## config.mk

```make
export PLATFORM = sky130hd
export DESIGN_NAME = rf_write_arbiter
export DESIGN_NICKNAME = d
export VERILOG_FILES = /design/src/rtl/rf_write_arbiter.sv
export SDC_FILE = /design/constraint.sdc
export NUM_CORES = 1
export LEC_CHECK = 0
export ABC_AREA = 1
export CAP_MARGIN = 20
export CORE_ASPECT_RATIO = 2
export CORE_MARGIN = 8
export CORE_UTILIZATION = 45
export CTS_BUF_LIST = sky130_fd_sc_hd__clkbuf_2
export DETAILED_ROUTE_END_ITERATION = 8
export DONT_BUFFER_PORTS = 1
export GPL_TIMING_DRIVEN = 0
export PLACE_DENSITY = 0.66
export SLEW_MARGIN = 20
export SYNTH_ARGS = -nofsm -noshare
export SYNTH_HDL_FRONTEND = slang
export SYNTH_SLANG_ARGS = --single-unit
```

## constraint.sdc

```tcl
create_clock -name CLK -period 1.7 [get_ports CLK]
set_input_delay 0.425 -clock CLK [delete_from_list [all_inputs] [get_ports CLK]]
set_output_delay 0.425 -clock CLK [all_outputs]
set_load 0.1 [all_outputs]
```

## src/rtl/rf_write_arbiter.sv

```systemverilog
// Write-port controller for the register file: round-robin REQ/GNT arbitration of two requesters
// plus a sequenced full-file clear. Optional macro RF_AUTO_CLEAR_EN clears the file after reset.
module rf_write_arbiter #(
   parameter int DATA_W   = 8,
   parameter int ADDR_W   = 5,
   parameter int NUM_REGS = 32
) (
   input  logic              CLK,
   input  logic              RST_N,
   input  logic              A_REQ,
   input  logic [ADDR_W-1:0] A_ADDR,
   input  logic [DATA_W-1:0] A_DATA,
   output logic              A_GNT,
   input  logic              B_REQ,
   input  logic [ADDR_W-1:0] B_ADDR,
   input  logic [DATA_W-1:0] B_DATA,
   output logic              B_GNT,
   input  logic              CLR_START,
   output logic              BUSY,
   output logic              RF_WR,
   output logic [ADDR_W-1:0] RF_ADRX,
   output logic [DATA_W-1:0] RF_DIN
);

   localparam int CW = $clog2(NUM_REGS + 1);

   typedef enum logic {CLEAR, IDLE} state_t;

`ifdef RF_AUTO_CLEAR_EN
   localparam state_t RST_STATE = CLEAR;
   localparam logic   RST_BUSY  = 1'b1;
`else
   localparam state_t RST_STATE = IDLE;
   localparam logic   RST_BUSY  = 1'b0;
`endif

   state_t            state, state_nx;
   logic [CW-1:0]     cnt, cnt_nx;
   logic              last_b, last_b_nx;
   logic              busy_nx, wr_nx, a_gnt_nx, b_gnt_nx;
   logic [ADDR_W-1:0] adrx_nx;
   logic [DATA_W-1:0] din_nx;

   always_ff @(posedge CLK or negedge RST_N) begin
      if (!RST_N) begin
         state   <= RST_STATE;
         cnt     <= '0;
         last_b  <= 1'b1;
         BUSY    <= RST_BUSY;
         RF_WR   <= 1'b0;
         RF_ADRX <= '0;
         RF_DIN  <= '0;
         A_GNT   <= 1'b0;
         B_GNT   <= 1'b0;
      end else begin
         state   <= state_nx;
         cnt     <= cnt_nx;
         last_b  <= last_b_nx;
         BUSY    <= busy_nx;
         RF_WR   <= wr_nx;
         RF_ADRX <= adrx_nx;
         RF_DIN  <= din_nx;
         A_GNT   <= a_gnt_nx;
         B_GNT   <= b_gnt_nx;
      end
   end

   always_comb begin
      state_nx  = state;
      cnt_nx    = cnt;
      last_b_nx = last_b;
      busy_nx   = BUSY;
      wr_nx     = 1'b0;
      a_gnt_nx  = 1'b0;
      b_gnt_nx  = 1'b0;
      adrx_nx   = RF_ADRX;
      din_nx    = RF_DIN;
      case (state)
         CLEAR: begin
            // Counter reaching NUM_REGS means the last address was already issued last cycle.
            if (cnt == CW'(NUM_REGS)) begin
               state_nx = IDLE;
               busy_nx  = 1'b0;
               cnt_nx   = '0;
            end else begin
               wr_nx   = 1'b1;
               din_nx  = '0;
               adrx_nx = ADDR_W'(cnt);
               cnt_nx  = cnt + CW'(1);
            end
         end
         IDLE: begin
            if (CLR_START) begin
               state_nx = CLEAR;
               busy_nx  = 1'b1;
               cnt_nx   = '0;
            end else if (A_REQ && (!B_REQ || last_b)) begin
               wr_nx     = 1'b1;
               adrx_nx   = A_ADDR;
               din_nx    = A_DATA;
               a_gnt_nx  = 1'b1;
               last_b_nx = 1'b0;
            end else if (B_REQ) begin
               wr_nx     = 1'b1;
               adrx_nx   = B_ADDR;
               din_nx    = B_DATA;
               b_gnt_nx  = 1'b1;
               last_b_nx = 1'b1;
            end
         end
         default: state_nx = IDLE;
      endcase
   end

endmodule

```

Word level (Yosys, flattened, before mapping)
Cells that the tools add are included.
{"block": "word_totals", "out_inout_bits": 17, "in_bits": 31, "regBits": 25}
{"block": "op_classes", "n_eq_ne": 6, "add_sub_neg": 1, "n_reduce_logical": 7, "n_mux": 32, "n_bitwise": 2}
{"operator": "$mux 8", "count": 4}
{"operator": "$mux 5", "count": 4}
{"operator": "$mux 1", "count": 16}
{"operator": "$pmux 8 s2", "count": 1}
{"operator": "$mux 6", "count": 2}
{"operator": "$pmux 6 s2", "count": 1}
{"operator": "$pmux 5 s2", "count": 1}
{"operator": "$ne 2x2->1 const B", "count": 4}
{"operator": "$add 6x1->6 const B", "count": 1}
{"operator": "$eq 6x6->1 const B", "count": 1}
{"operator": "$pmux 1 s2", "count": 3}
{"operator": "$reduce_and 3->1", "count": 2}
{"operator": "$ne 3x2->1 const B", "count": 1}
{"operator": "$not 1->1", "count": 2}
{"operator": "$reduce_and 2->1", "count": 1}
{"operator": "$reduce_bool 2->1", "count": 1}
{"operator": "$logic_and 1x1->1", "count": 1}
{"operator": "$logic_not 1->1", "count": 1}
{"operator": "$logic_or 1x1->1", "count": 1}

Logic depth before layout (Yosys ltp)
{"block": "depth", "ltp_word": 6, "depth_mapped": 9, "ltp_nobuf": 8}

Worst setup path after synthesis
No wires, ideal clock.
{"block": "synth_timing", "path_type": "register to output", "start": "register RF_ADRX[0]", "end": "output RF_ADRX[0]", "arrival_ns": 0.898, "n_path_buf": 0, "slack_ns": 0.377, "required_time_ns": 1.275, "path_stages_with_launch": 1, "path_cell_list": "dfrtp_1"}
{"element": "start, declared", "line_no": "21", "source": "output logic [ADDR_W-1:0] RF_ADRX,"}
{"element": "start signal, assigned", "line_no": "61", "source": "RF_ADRX <= adrx_nx;"}
No word-level cell between the ends.

Worst setup path in the final report
{"block": "layout_timing", "start": "register state", "end": "register RF_ADRX[3]"}
{"block": "layout_via", "elab_chain_cells": 3, "elab_cells_between_ends": 6, "classes_between": "eq/ne: 3; mux: 1; bitwise: 1; reduce/logical: 1"}
{"element": "start, declared", "line_no": "37", "source": "state_t state, state_nx;"}
{"element": "start signal, assigned", "line_no": "56", "source": "state <= state_nx;"}
{"element": "$not 1->1"}
{"element": "$ne 2x2->1 (no source line)"}
{"element": "$reduce_and 3->1 (no source line)"}
Several ways; a longest one is shown, not always the timed one.
A chain may end at the register's enable or synchronous reset.

==> flow_metrics.py <==
metrics = {
    "worst_setup_path": {
        "reg2reg_slack_ps": 130,
        "timing.rr.start": "state",
        "r2r-end": "RF_ADRX[3]",
        "crit_buf_inv": 3,
        "path_class": "reg -> reg",
        "end_kind": "flop",
        "cp.depth": 8,
        "crit_path_start": "state",
        "rr_worst_depth": 8,
        "worstPathArrival_ps": 1840,
        "required_ps": 1970,
        "critical_path.cell_chain": "inv_2 -> nor2_2 -> o21ai_2 -> inv_2 -> nor2_2 -> buf_6 -> nand2_1 -> nand2_1",
        "path_max_fanout": 10,
        "cpMaxStageDelayCell": "dfstp_2",
        "critical-path-max-stage-delay_ps": 590,
        "endpoint": "RF_ADRX[3]",
        "start_kind": "flop",
        "cp_top_family": "flip-flops",
    },
    "power_and_ir_drop": {
        "p_leak_nw": 0.772,
        "peakVddDrop_mv": 1.09,
        "power_density_mw_per_mm2": 1790,
    },
    "floorplan": {
        "initial_utilization": 0.468,
        "rows": 28,
        "die_w_microns": 55.1,
        "die_area_sq_mm": 0.00520,
        "num_io_pins": 48,
        "die_h_microns": 94.2,
        "fp.coreArea_sq_mm": 0.00294,
    },
    "cts": {
        "cts_tree": "yes",
        "numCtsBuffers": 3,
        "ctsHtreeMaxLevel": 1,
        "clk_pin_slew_worst_paths_ps": 230,
        "clock_latency_ps": 350,
        "ctsRootBufferMaster": "clkbuf_2",
        "max-clock-path-buffers": 2,
        "clkSinkCount": 25,
    },
    "detailed_routing": {
        "vias_per_cell": 5.24,
        "ant_nets": 0,
        "wl_per_cell_microns": 16.0,
        "drt_first_iter_violations": 19,
        "drt_pre_antenna_iters": 4,
        "vias": 1184,
        "wl_microns": 3620,
        "remaining_drc_errors": 0,
    },
    "global_routing": {
        "first_global_vias": 1297,
        "grt_pass1_wl_microns": 5920,
        "grt_max_degree": 26,
        "antenna_found_initial": 0,
        "grt_overflow": 0,
        "grt_usage": 0.150,
    },
    "timing": {
        "period_minus_slack_ps": 1570,
        "rsz0062_at_grt": "no",
        "fin_crit_sh": 0.926,
        "worst_pin_slew_ps": 510,
        "final_max_slew_viol_count": 0,
        "tns_ps": 0,
        "fin_skew_ps": 5.83,
        "slew_headroom": 0.660,
        "setup_viol": 0,
        "final-hold-violation-count": 0,
        "max_freq_mhz": 635,
    },
    "logic_synthesis": {
        "ys_seq_area_frac": 0.456,
        "syn_avg_cell_area_sq_um": 7.29,
        "synth-main-ff-cell": "dfrtp_1",
        "synth_area_sq_mm": 0.00138,
        "synth.most_common_cell": "nand2_1",
        "synth_area_leaders": "dfrtp_1 42%, nand2_1 20%, nor2_1 6.0%",
        "synth_seq_cells": 25,
        "synth_top_area_frac": 0.418,
        "ys_warn_count": 0,
        "ys_async_sr_fraction": 1.00,
        "syn_inst": 189,
        "synth_area_leader_cell": "dfrtp_1",
        "syn-num-nets": 222,
        "synth_cell_types": 21,
        "synth_common_cells": "73 x nand2_1, 23 x dfrtp_1, 22 x nor2_1",
        "synth_edf_count": 0,
    },
    "cells_and_area": {
        "fin_cells": 226,
        "final_net_count": 230,
        "drive_gt1_frac": 0.204,
        "area_growth_pct": 8.63,
        "num_antenna_cells": 0,
    },
    "placement": {
        "hpwlAfterDp_microns": 2900,
        "placed_cells": 219,
        "gp_congestion": 0.869,
        "numPortBuffers": 0,
    },
    "run_status": {
        "outcome": "completed",
    },
    "job": {
        "maxCapViolations": 0,
    },
    "hold_path": {
        "hold_class": "in -> reg",
    },
}
## where the power goes
part	internal, mW	leakage, nW	total (mW)	switching [mW]
clock	0.0621	0.0166	0.238	0.175
sequential	0.800	0.289	1.69	0.885
combinational	0.292	0.467	0.754	0.463
## through the flow
stage               utilization  worst slack [ps]  hold slack (ps)  instance area, sq um  total power [mW]
floorplan                     -               377              129                  1380              2.20
global placement          0.481               175              130                  1420              2.37
finish                    0.509               125              160                  1500              2.68
CTS                       0.505               132              154                  1490              2.69
detailed placement        0.481               159              130                  1420              2.41
global route              0.509              15.3              156                  1500              2.86
## sequential cells by signal, summed over array words and instances, names as in the netlist
register	flops
RF_DIN	8
cnt	6
RF_ADRX	5
A_GNT	1
BUSY	1
B_GNT	1
RF_WR	1
last_b	1
state	1
## logic make-up (layout without fill, tap and decap cells)
group / Yosys count / count (layout) / synth area share
buffers and inverters: 27 / 34 / 0.0899
AOI/OAI and AO/OA: 9 / 9 / 0.0372
adders and majority gates: 2 / 2 / 0.0182
DFF: 25 / 25 / 0.456
xor gates and xnor gates: 3 / 3 / 0.0191
and+or+nand+nor: 123 / 123 / 0.380
## cell usage in the layout (no fill, tap or decap), types with 3 or more instances in the layout
master,instances
buf_2,3
nor2_2,3
nand3b_1,8
o21ai_0,4
clkbuf_2,4
inv_1,18
inv_2,3
nor2_1,22
dfrtp_2,17
nand3_1,15
nand2_1,72
dfrtp_1,6
## layer usage
| layer | share of wire | up-vias | GRT usage |
|---|---|---|---|
| met5 | 0 | - | 0 |
| met4 | 0.018 | 0 | 0.0544 |
| met3 | 0.083 | 7 | 0.0238 |
| met2 | 0.56 | 40 | 0.282 |
| met1 | 0.34 | 543 | 0.148 |
| li1 | - | 594 | - |
## layout make-up
| class | count | area (sq um) |
|---|---|---|
| Fill cell | 308 | 1450 |
| Sequential cell | 25 | 649 |
| Multi-Input combinational cell | 137 | 628 |
| Inverter | 21 | 78.8 |
| Buffer | 6 | 45.0 |
| Timing Repair Buffer | 3 | 37.5 |
| Tap cell | 30 | 37.5 |
| Clock buffer | 4 | 20.0 |
## how the worst min path moves through the flow
stage / startpoint / end / slack [ps] / depth (start not counted)
2_1_floorplan: RST_N / A_GNT / 130 / 0
3_3_place_gp: RST_N / RF_DIN[1] / 130 / 0
3_5_place_dp: RST_N / RF_DIN[1] / 130 / 0
4_1_cts: CLR_START / BUSY / 150 / 2
5_1_grt: CLR_START / BUSY / 160 / 2
6_report: CLR_START / BUSY / 160 / 2
## what timing repair did
item	CTS	global route
hold buffers	2	0
endpoints found under the setup margin	17	3
gates cloned	0	0
resized for setup	17	1
pin swaps	0	0
setup buffers	0	1
endpoints found under the hold margin	25	0
(Power assumes the default switching activity.)
